$ cat config.mk
export PLATFORM = sky130hd
export DESIGN_NAME = miriscv_fetch_unit
export DESIGN_NICKNAME = d
export VERILOG_FILES = /design/src/rtl/miriscv_pkg.sv /design/src/rtl/miriscv_fetch_fifo.sv /design/src/rtl/miriscv_fetch_unit.sv
export SDC_FILE = /design/constraint.sdc
export NUM_CORES = 1
export LEC_CHECK = 0
export BUFFER_PORTS_ARGS = -buffer_cell sky130_fd_sc_hd__clkbuf_2
export CAP_MARGIN = 20
export CELL_PAD_IN_SITES_DETAIL_PLACEMENT = 1
export CELL_PAD_IN_SITES_GLOBAL_PLACEMENT = 1
export CORE_UTILIZATION = 30
export DETAILED_ROUTE_END_ITERATION = 10
export PLACE_DENSITY_LB_ADDON = 0.1
export SETUP_SLACK_MARGIN = 0.1
export SLEW_MARGIN = 20
export SYNTH_ARGS = -nofsm -noshare
export SYNTH_HDL_FRONTEND = slang
export SYNTH_SLANG_ARGS = --single-unit
export TNS_END_PERCENT = 100
$ cat constraint.sdc
create_clock -name clk_i -period 4 [get_ports clk_i]
set_input_delay 0.2 -clock clk_i [delete_from_list [all_inputs] [get_ports clk_i]]
set_output_delay 0.2 -clock clk_i [all_outputs]
set_load 0.01 [all_outputs]
$ cat src/rtl/miriscv_pkg.sv
// rtl/miriscv_pkg.sv - shared types and constants for the miriscv fetch stage
package miriscv_pkg;

    localparam int unsigned ILEN = 32;
    localparam logic [ILEN-1:0] NOP_INSTR = 32'h0000_0013;

    typedef enum logic [1:0] {
        S_IDLE  = 2'd0,
        S_FETCH = 2'd1,
        S_FLUSH = 2'd2
    } fetch_state_t;

endpackage

$ cat src/rtl/miriscv_fetch_fifo.sv
// rtl/miriscv_fetch_fifo.sv - synchronous prefetch FIFO with push/pop/flush
module miriscv_fetch_fifo #(
    parameter int unsigned WIDTH = 64,
    parameter int unsigned DEPTH = 2
) (
    input  logic                       clk_i,
    input  logic                       arstn_i,
    input  logic                       push_i,
    input  logic [WIDTH-1:0]           data_i,
    input  logic                       pop_i,
    input  logic                       flush_i,
    output logic [WIDTH-1:0]           data_o,
    output logic                       full_o,
    output logic                       empty_o,
    output logic [$clog2(DEPTH):0]     count_o
);

    localparam int unsigned PW = $clog2(DEPTH);
    localparam int unsigned CW = PW + 1;

    logic [WIDTH-1:0] mem_q [DEPTH];
    logic [WIDTH-1:0] mem_d [DEPTH];
    logic [PW-1:0]    wptr_q, wptr_d;
    logic [PW-1:0]    rptr_q, rptr_d;
    logic [CW-1:0]    count_q, count_d;
    logic             do_push;
    logic             do_pop;

    // A push into a full FIFO is accepted only when the head leaves in the same cycle
    always_comb begin
        do_pop  = pop_i && (count_q != '0);
        do_push = push_i && ((count_q != CW'(DEPTH)) || do_pop);
        mem_d   = mem_q;
        wptr_d  = wptr_q;
        rptr_d  = rptr_q;
        count_d = count_q;
        if (flush_i) begin
            wptr_d  = '0;
            rptr_d  = '0;
            count_d = '0;
        end else begin
            if (do_push) begin
                mem_d[wptr_q] = data_i;
                wptr_d        = wptr_q + PW'(1);
            end
            if (do_pop) begin
                rptr_d = rptr_q + PW'(1);
            end
            count_d = count_q + CW'(do_push) - CW'(do_pop);
        end
    end

    always_ff @(posedge clk_i) begin
        if (!arstn_i) begin
            wptr_q  <= '0;
            rptr_q  <= '0;
            count_q <= '0;
        end else begin
            wptr_q  <= wptr_d;
            rptr_q  <= rptr_d;
            count_q <= count_d;
        end
    end

    always_ff @(posedge clk_i) begin
        mem_q <= mem_d;
    end

    assign data_o  = mem_q[rptr_q];
    assign full_o  = (count_q == CW'(DEPTH));
    assign empty_o = (count_q == '0);
    assign count_o = count_q;

endmodule

$ cat src/rtl/miriscv_fetch_unit.sv
// rtl/miriscv_fetch_unit.sv - PC generation, imem req/gnt/rvalid, prefetch and redirect (optional MIRISCV_FETCH_BYPASS_EN)
module miriscv_fetch_unit
    import miriscv_pkg::*;
#(
    parameter int unsigned     XLEN     = 32,
    parameter int unsigned     DEPTH    = 2,
    parameter logic [XLEN-1:0] RESET_PC = '0
) (
    input  logic            clk_i,
    input  logic            arstn_i,
    output logic            instr_req_o,
    output logic [XLEN-1:0] instr_addr_o,
    input  logic            instr_gnt_i,
    input  logic            instr_rvalid_i,
    input  logic [31:0]     instr_rdata_i,
    input  logic            redirect_i,
    input  logic [XLEN-1:0] redirect_pc_i,
    output logic            fetch_valid_o,
    output logic [31:0]     fetch_instr_o,
    output logic [XLEN-1:0] fetch_pc_o,
    input  logic            fetch_ready_i
);

    localparam int unsigned PW = $clog2(DEPTH);
    localparam int unsigned CW = PW + 1;

    fetch_state_t    state_q, state_d;
    logic [XLEN-1:0] fetch_addr_q, fetch_addr_d;
    logic [XLEN-1:0] redirect_addr_q, redirect_addr_d;
    logic            stale_q, stale_d;
    logic            req_hold_q, req_hold_d;
    logic [CW-1:0]   outstanding_q, outstanding_d;
    logic [CW-1:0]   discard_q, discard_d;
    logic [XLEN-1:0] pc_mem_q [DEPTH];
    logic [XLEN-1:0] pc_mem_d [DEPTH];
    logic [PW-1:0]   pc_wptr_q, pc_wptr_d;
    logic [PW-1:0]   pc_rptr_q, pc_rptr_d;

    logic                 gnt_fire;
    logic                 rsp_fire;
    logic                 drop;
    logic                 bypass;
    logic                 req_wait;
    logic [XLEN-1:0]      redirect_target;
    logic [XLEN-1:0]      rsp_pc;
    logic [CW:0]          occupancy;
    logic                 room;
    logic                 fifo_push;
    logic                 fifo_pop;
    logic                 fifo_full;
    logic                 fifo_empty;
    logic [CW-1:0]        fifo_count;
    logic [ILEN+XLEN-1:0] fifo_rdata;

    assign gnt_fire        = instr_req_o && instr_gnt_i;
    assign rsp_fire        = instr_rvalid_i && (outstanding_q != '0);
    assign drop            = rsp_fire && (discard_q != '0);
    assign req_wait        = instr_req_o && !instr_gnt_i;
    assign redirect_target = redirect_pc_i & {{(XLEN-2){1'b1}}, 2'b00};
    assign rsp_pc          = pc_mem_q[pc_rptr_q];
    assign occupancy       = {1'b0, outstanding_q} + {1'b0, fifo_count};
    assign room            = occupancy < (CW+1)'(DEPTH);

`ifdef MIRISCV_FETCH_BYPASS_EN
    assign bypass = fifo_empty && (discard_q == '0) && rsp_fire;
`else
    assign bypass = 1'b0;
`endif

    // A request caught by a redirect before its grant keeps its address; the
    // redirect target is parked and becomes the next address once it is granted.
    always_comb begin
        outstanding_d   = outstanding_q + CW'(gnt_fire) - CW'(rsp_fire);
        discard_d       = discard_q - CW'(drop);
        fetch_addr_d    = fetch_addr_q;
        redirect_addr_d = redirect_addr_q;
        stale_d         = stale_q;
        req_hold_d      = req_wait;
        if (gnt_fire) begin
            if (stale_q) begin
                fetch_addr_d = redirect_addr_q;
                stale_d      = 1'b0;
            end else begin
                fetch_addr_d = fetch_addr_q + XLEN'(4);
            end
        end
        if (redirect_i) begin
            discard_d = outstanding_d + CW'(req_wait);
            if (req_wait) begin
                stale_d         = 1'b1;
                redirect_addr_d = redirect_target;
            end else begin
                fetch_addr_d = redirect_target;
                stale_d      = 1'b0;
            end
        end
    end

    // Grant-time PC of each outstanding request, retired in response order
    always_comb begin
        pc_mem_d  = pc_mem_q;
        pc_wptr_d = pc_wptr_q;
        pc_rptr_d = pc_rptr_q;
        if (gnt_fire) begin
            pc_mem_d[pc_wptr_q] = fetch_addr_q;
            pc_wptr_d           = pc_wptr_q + PW'(1);
        end
        if (rsp_fire) begin
            pc_rptr_d = pc_rptr_q + PW'(1);
        end
    end

    always_ff @(posedge clk_i) begin
        if (!arstn_i) begin
            state_q         <= S_IDLE;
            fetch_addr_q    <= RESET_PC;
            redirect_addr_q <= RESET_PC;
            stale_q         <= 1'b0;
            req_hold_q      <= 1'b0;
            outstanding_q   <= '0;
            discard_q       <= '0;
            pc_wptr_q       <= '0;
            pc_rptr_q       <= '0;
        end else begin
            state_q         <= state_d;
            fetch_addr_q    <= fetch_addr_d;
            redirect_addr_q <= redirect_addr_d;
            stale_q         <= stale_d;
            req_hold_q      <= req_hold_d;
            outstanding_q   <= outstanding_d;
            discard_q       <= discard_d;
            pc_wptr_q       <= pc_wptr_d;
            pc_rptr_q       <= pc_rptr_d;
        end
    end

    always_ff @(posedge clk_i) begin
        pc_mem_q <= pc_mem_d;
    end

    always_comb begin
        state_d = state_q;
        case (state_q)
            S_IDLE:           state_d = S_FETCH;
            S_FETCH, S_FLUSH: state_d = (discard_d != '0) ? S_FLUSH : S_FETCH;
            default:          state_d = S_IDLE;
        endcase
    end

    always_comb begin
        instr_req_o  = (state_q != S_IDLE) && (room || req_hold_q);
        instr_addr_o = fetch_addr_q;
    end

    assign fifo_pop  = !fifo_empty && fetch_ready_i;
    assign fifo_push = rsp_fire && !drop && !redirect_i && !(bypass && fetch_ready_i)
                       && (!fifo_full || fifo_pop);

    miriscv_fetch_fifo #(
        .WIDTH (ILEN + XLEN),
        .DEPTH (DEPTH)
    ) u_fifo (
        .clk_i   (clk_i),
        .arstn_i (arstn_i),
        .push_i  (fifo_push),
        .data_i  ({instr_rdata_i, rsp_pc}),
        .pop_i   (fifo_pop),
        .flush_i (redirect_i),
        .data_o  (fifo_rdata),
        .full_o  (fifo_full),
        .empty_o (fifo_empty),
        .count_o (fifo_count)
    );

    always_comb begin
        if (!fifo_empty) begin
            fetch_valid_o = 1'b1;
            fetch_instr_o = fifo_rdata[ILEN+XLEN-1:XLEN];
            fetch_pc_o    = fifo_rdata[XLEN-1:0];
        end else if (bypass) begin
            fetch_valid_o = 1'b1;
            fetch_instr_o = instr_rdata_i;
            fetch_pc_o    = rsp_pc;
        end else begin
            fetch_valid_o = 1'b0;
            fetch_instr_o = NOP_INSTR;
            fetch_pc_o    = fetch_addr_q;
        end
    end

endmodule
==> results of run 1 <==
## cell type report
| cell class | count | area share (%) |
|---|---|---|
| well taps | 504 | 4.33 |
| flip-flops and latches | 268 | 50.0 |
| clock inverters | 18 | 1.44 |
| repair buffers | 251 | 11.3 |
| multi-input cells | 588 | 26.1 |
| clock buffers | 44 | 6.31 |
| inverters | 18 | 0.464 |
## sequential cells by signal, indices dropped and copies added (netlist names), 2 cells and up
register,flops
discard_q,2
instr_addr_o,32
outstanding_q,2
pc_mem_q,64
redirect_addr_q,30
state_q,2
u_fifo.count_o,2
u_fifo.mem_q,128
## tightest hold or removal path: cells and delay by family
family	cells	cell delay [ns]
buffers and inverters	1	0.09
AND/OR/NAND/NOR	2	0.18
XOR/XNOR	1	0.13
## power by group
group          total [uW]  leakage (uW)  internal (uW)  switching, uW
logic                1780       0.00230            682           1100
clock network        3070      0.000554           1890           1180
registers            3690       0.00238           3420            267
## metal layers
layer  vias up  track usage, %  share of wire (%)
met5         -               0                  0
met4         0            3.93                1.5
met3        41            2.58                3.6
met2       165            28.6                 47
met1      4082            23.3                 48
li1       3906               -                  -
## Yosys cell counts, types with 9 or more instances
library cell | number | area (um^2)
mux2i_1 | 75 | 751
ha_1 | 9 | 113
nor2_1 | 57 | 214
a21oi_1 | 51 | 255
o31ai_1 | 10 | 75.1
nand2_1 | 134 | 503
buf_2 | 12 | 60.1
or3_1 | 12 | 75.1
edfxtp_1 | 192 | 5770
nand4_1 | 9 | 56.3
nand3_1 | 20 | 100
and3_1 | 12 | 75.1
o21ai_0 | 57 | 285
dfxtp_1 | 76 | 1520
clkbuf_1 | 41 | 154
nor3_1 | 11 | 55.1
mux2_2 | 35 | 394
inv_1 | 17 | 63.8
o211ai_1 | 10 | 75.1
a221oi_1 | 11 | 96.3
## cell usage in the layout (no fill, tap or decap), types with 4 or more instances in the layout
master and count:
dlygate4sd3_1 63, mux2_2 35, a221oi_1 11, nor2_1 55
clkbuf_16 35, clkbuf_2 165, o21ai_0 57, bufinv_16 4
a21oi_1 51, clkinv_1 5, a31oi_1 7, a21o_1 4
o31ai_1 10, o22ai_1 5, dfxtp_1 75, inv_1 16
nand3_1 20, clkbuf_1 8, o211ai_1 10, edfxtp_1 192
buf_4 22, mux2i_1 75, clkinv_2 6, and3_1 12
nand4_1 9, nor4_1 5, xnor2_1 7, or3_1 12
ha_1 9, nor3_1 11, nand2_1 134
## per-stage QoR
step	instance area, um^2	worst slack, ns	hold WS (ns)	utilization (%)	total power, uW
after detailed placement	12800	0.845	0.394	34.7	5520
after global placement	12800	0.900	0.389	34.7	5480
after global routing	14600	0.581	0.159	39.4	8980
after CTS	14600	0.828	0.109	39.4	8680
after floorplan	11400	0.511	0.279	-	4770
final	14600	0.872	0.129	39.4	8530
## repair_timing
action                                  CTS  global route
hold buffers                             63             0
hold endpoints to repair                116             0
endpoints found under the setup margin    0             0
setup buffers                             0             0
## logic make-up (layout without fill, tap and decap cells)
family / Yosys count / count (layout) / synth area share (%)
adders and majority gates: 10 / 10 / 1.17
muxes: 110 / 110 / 10.1
and+or+nand+nor: 287 / 287 / 12.1
buffers and inverters: 75 / 331 / 2.64
AOI/OAI and AO/OA: 172 / 172 / 9.13
xor gates and xnor gates: 9 / 9 / 0.815
DFF: 268 / 268 / 64.1
## worst max path at each step
stage	from	end	slack, ns	cells after the start
2_1_floorplan	outstanding_q[1]	pc_mem_q[32]	0.51	8
3_3_place_gp	u_fifo.count_o[0]	state_q[0]	0.90	13
3_5_place_dp	u_fifo.count_o[1]	state_q[0]	0.84	13
4_1_cts	u_fifo.count_o[1]	state_q[0]	0.83	13
5_1_grt	u_fifo.count_o[0]	state_q[1]	0.58	12
6_report	u_fifo.count_o[1]	state_q[0]	0.87	13
==> run metrics, run 1 <==
outcome finished, final reports clean; first-pass GRT wire length 50200 um; share of cells above drive strength 1 24.6%; Reg-to-Reg Start u_fifo.count_o[1]; clock tree buffer depth 3; measured slew at the worst slew-check pin 0.957 ns; Worst R2R Setup Slack 0.87 ns; Core Region 0.0370 mm^2; via/cell ratio 4.85; vias in the first global route 8553; syn avg cell area 12.2 um^2; EDFF count, synth 192; Clock transition at path regs 0.06 ns; die footprint 0.0387 mm^2; Leak 0.00523 uW; gr usage total 17.1%; sequential-to-total area share from yosys stat 64.1%; DRT iter0 DRCs 411; Port Buf Inserts 165; Max Fclk 320 MHz; RSZ-0062 raised after global routing no; Cells after DPL 1566; register bit count reported by yosys 268; Crit Path Class flop to flop; PwrDens 586 mW/mm^2; fin crit share 78.2%; area occupied by multi-input gates 0.00381 mm^2; Final ANT Viol Nets 0; GRT overflow 0; I/O pin count 168; Yosys warnings 0; Residual DRC 0; Syn Nets 1011; die width 197 um; clk_lat worst skew 0.51 ns; CTS Buf Count 34; Peak VDD IR 0.332 mV; relative slew slack 36.1%; GP Congestion 0.715; Synth Cell Area 0.0114 mm^2; fin crit period 3.13 ns; Final Slew Violations 0; Top Family by Delay on Critical Path adder cells; fillers 4014; Pre-Repair DR Iteration Count 5; Final Non-Filler Cells 1691; CP max stage delay 0.51 ns; CP required 4.43 ns; worst min-delay path class input pin to flop; Critical Path AT 3.55 ns; Setup Skew 0.0178 ns; Root Driver clkbuf_16; H-tree depth 2; MaxCap Viol Count 0; Worst Hold Depth 4; Hold Fails Final Rpt 0; Layout area overhead 28.2%; Critical Path Start Type flop; initial antenna violation count 0; HPWL Detailed 20500 um; routed via count 8194; routed wire length 32800 um; diodes inserted 0; Reg area 0.00729 mm^2; Vert. Die Dim 197 um; Worst Path Max Fanout 10; crit path buf inv count 3; critical-path cell list inv_1, fa_1, a21oi_2, nor2_2, inv_2, ha_1, inv_1, ha_1, ha_1, nand2b_1, o22ai_1, a21oi_1, nor3_1; async set-reset flop share out of synthesis 0%; CTS resizes 0; std cell rows 70; layout net count 1241; Sinks on Clock Net 268; R2R cell count 13; Routed WL per cell 19.4 um; final setup vio count 0; synth unique cells 58; Starting Density 30.8%; pin count of the biggest net entering global routing 54; setup TNS 0 ns; most frequent CP cell ha_1; Cells after Synth 931; Top FF cell, synth edfxtp_1; worst hold start fetch_ready_i; element type at the critical path end flop; Hold Path Sink u_fifo.rptr_q; crit path max-delay cell type a21oi_2; CTS tree yes; Reg2Reg Capture Point state_q[0]
Power figures use the tool's default switching activity.
==> run 2, diff against run 1 <==
- clock period: 4 -> 2.9 ns (I/O delays scaled with it)
==> run 2 against run 1 <==
Final area is 1.2% higher. Non-clock buffer count is 25 higher. Utilization is 0.47 points higher. Clock skew is 0.0089 ns lower. Critical endpoint unchanged. Flip-flop and latch count stayed put. Worst setup slack worse by 0.60 ns. Worst hold slack worse by 0.062 ns. Global-route usage is 0.44 points higher.
==> run metrics, run 2 (synthesized netlist as in run 1, its figures left out) <==
outcome finished, final reports clean (unchanged); routed via count 8265 (was 8194); Setup Skew 0.00889 ns (was 0.0178 ns); GP Congestion 0.723 (was 0.715); max reg flops 128 (unchanged); Layout area overhead 29.7% (was 28.2%); via/cell ratio 4.83 (was 4.85); Final Slew Violations 0 (unchanged); DRT iter0 DRCs 341 (was 411); Worst R2R Setup Slack 0.27 ns (was 0.87 ns); Routed WL per cell 19.7 um (was 19.4 um); Final Non-Filler Cells 1711 (was 1691); initial antenna violation count 0 (unchanged); std cell rows 70 (unchanged); setup TNS 0 ns (unchanged); most frequent cells in the layout edfxtp_1, clkbuf_2, nand2_1, mux2i_1, dfxtp_1 (unchanged); CTS tree yes (unchanged); PwrDens 782 mW/mm^2 (was 586 mW/mm^2); Clock transition at path regs 0.06 ns (about the same); share of cells above drive strength 1 26.8% (was 24.6%); clk_lat worst skew 0.54 ns (was 0.51 ns); Tot Pwr 11500 uW (was 8530 uW); die footprint 0.0387 mm^2 (unchanged); Port Buf Inserts 165 (unchanged); CP required 3.36 ns (was 4.43 ns); Setup Buffers After CTS 0 (unchanged); Largest Register u_fifo.mem_q (unchanged); GRT overflow 0 (unchanged); Final ANT Viol Nets 0 (unchanged); Reg area 0.00730 mm^2 (was 0.00729 mm^2); H-tree depth 1 (was 2); Critical Path Start Type flop (unchanged); gr usage total 17.5% (was 17.1%); vias in the first global route 8825 (was 8553); area occupied by multi-input gates 0.00389 mm^2 (was 0.00381 mm^2); Hold Slack 0.0671 ns (was 0.129 ns); measured slew at the worst slew-check pin 0.706 ns (was 0.957 ns); Max Fclk 380 MHz (was 320 MHz); MaxCap Viol Count 0 (unchanged); Cells after DPL 1591 (was 1566); element type at the critical path end flop (unchanged); Hold Fails Final Rpt 0 (unchanged); Pre-Repair DR Iteration Count 4 (was 5); fin crit period 2.63 ns (was 3.13 ns); Peak VDD IR 0.530 mV (was 0.332 mV); fin worst setup slack 0.268 ns (was 0.872 ns); pin count of the biggest net entering global routing 95 (was 54); fin crit share 90.8% (was 78.2%); relative slew slack 52.9% (was 36.1%); first-pass GRT wire length 52000 um (was 50200 um); Critical Path AT 3.10 ns (was 3.55 ns); clock tree buffer depth 3 (unchanged); Leak 0.00531 uW (was 0.00523 uW); Core Region 0.0370 mm^2 (unchanged); Starting Density 30.8% (unchanged); diodes inserted 0 (unchanged); RSZ-0062 raised after global routing no (unchanged); HPWL Detailed 21300 um (was 20500 um); Vert. Die Dim 197 um (unchanged); Worst Path Max Fanout 4 (was 10); Root Driver clkbuf_16 (unchanged); worst min-delay path class input pin to flop (unchanged); fillers 4021 (was 4014); commonest non-fill, non-tap cell in the layout edfxtp_1 (unchanged); Sinks on Clock Net 268 (unchanged); die width 197 um (unchanged); Crit Path Class flop to flop (unchanged); layout net count 1263 (was 1241); pre-CTS WS 0.165 ns (was 0.845 ns); CTS Buf Count 31 (was 34); routed wire length 33800 um (was 32800 um); I/O pin count 168 (unchanged); Residual DRC 0 (unchanged); final setup vio count 0 (unchanged)
==> run 2: through the flow <==
stage,area (um^2),utilization [%]
after floorplan,11500,-
after detailed placement,13100,35.6
after CTS,14700,39.9
after global routing,14700,39.9
after global placement,13100,35.6
final,14700,39.9
==> run 2: area by class of cell <==
type	instances	share of cell area, %
clock buffer	42	5.82
clock inverter	15	0.645
inverter	18	0.458
multi-input combinational	588	26.4
sequential	268	49.5
tap	504	4.28
timing repair buffer	276	12.9
==> run 2: where the power goes <==
part           total (uW)  internal [uW]  leakage [uW]  switching [uW]
Combinational        2860           1150       0.00246            1710
Clock                3670           2140      0.000466            1530
Sequential           5000           4710       0.00238             282
==> run 2: worst max-delay path, stage by stage, from the launching register on <==
cell and delay [ns]:
dfxtp_4 0.38, nand2_2 0.07, fa_2 0.60, a21oi_4 0.07, nor2_4 0.09, inv_2 0.06, ha_4 0.25, inv_2 0.04
ha_4 0.24, ha_4 0.23, nand2b_4 0.14, o22ai_2 0.18, a21oi_1 0.08, nor3_1 0.13
==> run 2: path summary, 6_finish.rpt <==
| check | from | endpoint | cells after the start |
|---|---|---|---|
| setup / recovery | u_fifo.count_o[0] | state_q[0] | 13 |
| hold / removal | redirect_i | state_q[1] | 3 |
| setup reg to reg | u_fifo.count_o[0] | state_q[0] | 13 |
| hold reg to reg | redirect_addr_q[28] | redirect_addr_q[28] | 2 |
==> run 2: repair_timing <==
item                                    CTS  global route
resized for setup                         0             4
hold endpoints to repair                125             0
hold buffers                             63             0
endpoints found under the setup margin    0            14
==> run 2: layer usage <==
| metal | part of all wire, % | global-route usage (%) | vias to the layer above | routed length (um) |
|---|---|---|---|---|
| li1 | - | - | 3951 | - |
| met3 | 4.5 | 2.41 | 41 | 1540 |
| met4 | 1.8 | 4.51 | 0 | 621 |
| met1 | 46 | 23.5 | 4088 | 15700 |
| met5 | 0 | 0 | - | 0 |
| met2 | 47 | 29.8 | 185 | 15900 |
==> run 3, diff against run 2 <==
- CORE_MARGIN: default -> 2
- REMOVE_ABC_BUFFERS: default -> 1
==> run 3 against run 2 <==
Power is 0.66% higher. Worst setup slack worse by 0.074 ns. Non-clock buffer count shrank 3. Fmax fell by 2.7%. Clock-buffer cell count is 7 lower. Sequential power up 1%. Utilization down 0.57 points. Sequential share of layout area barely moved. Largest cell class unchanged. First-iteration DRC count grew 5.0%. Register-to-register slack lost 0.07 ns. Routed wire length decreased by 4.6%.
==> run metrics, run 3 (synthesized netlist as in run 1, its figures left out) <==
outcome finished, final reports clean (unchanged); Critical Path Start Type flop (unchanged); measured slew at the worst slew-check pin 0.923 ns (was 0.706 ns); Worst Hold Depth 4 (was 3); Final Slew Violations 0 (unchanged); routed via count 8150 (was 8265); met2 Use GR 28.5% (was 29.8%); Reg area 0.00730 mm^2 (unchanged); worst min-delay path class input pin to flop (unchanged); relative slew slack 38.0% (was 52.9%); die footprint 0.0395 mm^2 (was 0.0387 mm^2); Setup Skew 0.00885 ns (was 0.00889 ns); most frequent cells in the layout edfxtp_1, clkbuf_2, nand2_1, mux2i_1, dfxtp_1 (unchanged); share of cells above drive strength 1 27.5% (was 26.8%); area occupied by multi-input gates 0.00386 mm^2 (was 0.00389 mm^2); R2R cell count 12 (was 13); Tot Pwr 11600 uW (was 11500 uW); setup TNS 0 ns (unchanged); die width 199 um (was 197 um); initial antenna violation count 0 (unchanged); Largest Register u_fifo.mem_q (unchanged); Crit Path Class flop to flop (unchanged); Routed WL per cell 18.8 um (was 19.7 um); Root Driver clkbuf_16 (unchanged); Peak VDD IR 0.473 mV (was 0.530 mV); Clock transition at path regs 0.06 ns (about the same); layout net count 1260 (was 1263); most crowded layer after global routing met2 (unchanged); Reg-to-Reg Start outstanding_q[0] (was u_fifo.count_o[0]); RSZ-0062 raised after global routing yes (was no); via/cell ratio 4.75 (was 4.83); Hold Fails Final Rpt 0 (unchanged); Pre-Repair DR Iteration Count 4 (unchanged); routed wire length 32200 um (was 33800 um); Critical Path AT 3.16 ns (was 3.10 ns); PwrDens 787 mW/mm^2 (was 782 mW/mm^2); fillers 4068 (was 4021); GP Congestion 0.737 (was 0.723); clk_lat worst skew 0.56 ns (was 0.54 ns); fin crit period 2.71 ns (was 2.63 ns); met1 GRT Util 22.5% (was 23.5%); first-pass GRT wire length 50200 um (was 52000 um); HPWL Detailed 20600 um (was 21300 um); diodes inserted 0 (unchanged); H-tree depth 1 (unchanged); Hold Path Sink u_fifo.rptr_q (was state_q[1]); Vert. Die Dim 199 um (was 197 um); CTS tree yes (unchanged); Final Util 39.3% (was 39.9%); pre-CTS WS 0.100 ns (was 0.165 ns); commonest non-fill, non-tap cell in the layout edfxtp_1 (unchanged); gr usage total 16.6% (was 17.5%); CTS Buf Count 31 (unchanged); Worst Path Max Fanout 2 (was 4); worst setup path startpoint outstanding_q[0] (was u_fifo.count_o[0]); Layout area overhead 29.7% (about the same); GRT overflow 0 (unchanged); max reg flops 128 (unchanged); Reg2Reg Capture Point state_q[1] (was state_q[0]); DRT iter0 DRCs 358 (was 341); grt met3 use 2.34% (was 2.41%); fin crit share 93.3% (was 90.8%); Max Fclk 370 MHz (was 380 MHz); Sinks on Clock Net 268 (unchanged); worst hold start fetch_ready_i (was redirect_i); pin count of the biggest net entering global routing 95 (unchanged); Starting Density 30.3% (was 30.8%); Core Region 0.0375 mm^2 (was 0.0370 mm^2); final setup vio count 0 (unchanged); I/O pin count 168 (unchanged); vias in the first global route 8434 (was 8825); Worst R2R Setup Slack 0.19 ns (was 0.27 ns); clock tree buffer depth 3 (unchanged); Final ANT Viol Nets 0 (unchanged); Port Buf Inserts 165 (unchanged); MaxCap Viol Count 0 (unchanged); Residual DRC 0 (unchanged); element type at the critical path end flop (unchanged); fin worst setup slack 0.194 ns (was 0.268 ns); CP required 3.35 ns (was 3.36 ns); std cell rows 71 (was 70); Leak 0.00532 uW (was 0.00531 uW)
## run 3: cell types whose count changed in the layout (fill, tap and decap cells not counted), moves of 3 or more
| cell | previous run | this run |
|---|---|---|
| dfxtp_2 | 2 | 5 |
| clkbuf_4 | 3 | 0 |
| clkinv_1 | 8 | 4 |
| clkinv_2 | 4 | 10 |
| clkbuf_1 | 5 | 1 |
## run 3: how the worst max path moves through the flow
stage               depth (start not counted)  slack [ns]                end
detailed placement                         13        0.10         state_q[0]
global route                               13        0.02         state_q[0]
floorplan                                   8       -1.38  u_fifo.count_o[1]
CTS                                        12        0.09         state_q[1]
finish                                     12        0.19         state_q[1]
global placement                           13        0.15         state_q[0]
## run 3: what timing repair did
action	4_1_cts	5_1_grt
hold buffers	63	0
endpoints found under the setup margin	2	4
gates resized for setup	3	9
setup buffers	0	2
hold endpoints to repair	125	0
pin swaps	0	5
## run 3: worst max-delay path, cell delays in order, from the launching register on
cell	delay, ns
dfxtp_2	0.33
nand2_2	0.06
fa_1	0.58
a21oi_2	0.08
nor2_2	0.12
inv_2	0.06
ha_1	0.28
inv_2	0.07
ha_4	0.19
ha_1	0.20
xnor2_2	0.25
o22ai_4	0.10
nor4b_1	0.28
## run 3: per-stage QoR
stage / hold WS [ns] / instance area, um^2 / instances
floorplan: 0.224 / 11100 / 874
global placement: 0.335 / 13000 / 1593
detailed placement: 0.338 / 13000 / 1593
CTS: 0.00829 / 14700 / 1714
global route: 0.0632 / 14700 / 1716
finish: 0.0385 / 14700 / 1716
## run 3: cell type report
class                           instances  share of cell area (%)
Sequential cell                       268                    49.5
Timing Repair Buffer                  273                    12.6
Clock buffer                           35                    5.57
Clock inverter                         23                    1.37
Multi-Input combinational cell        588                    26.2
Inverter                               18                   0.458
Tap cell                              511                    4.34
## run 3: layer usage
metal | wire [um] | share of wire (%) | vias up
li1 | - | - | 3956
met1 | 15100 | 47 | 4011
met2 | 15400 | 48 | 147
met3 | 1250 | 3.9 | 36
met4 | 421 | 1.3 | 0
met5 | 0 | 0 | -
## run 3: report_power, final
part | switching (uW) | internal [uW] | total, uW
sequential | 354 | 4720 | 5070
clock | 1570 | 2290 | 3860
combinational | 1570 | 1110 | 2670
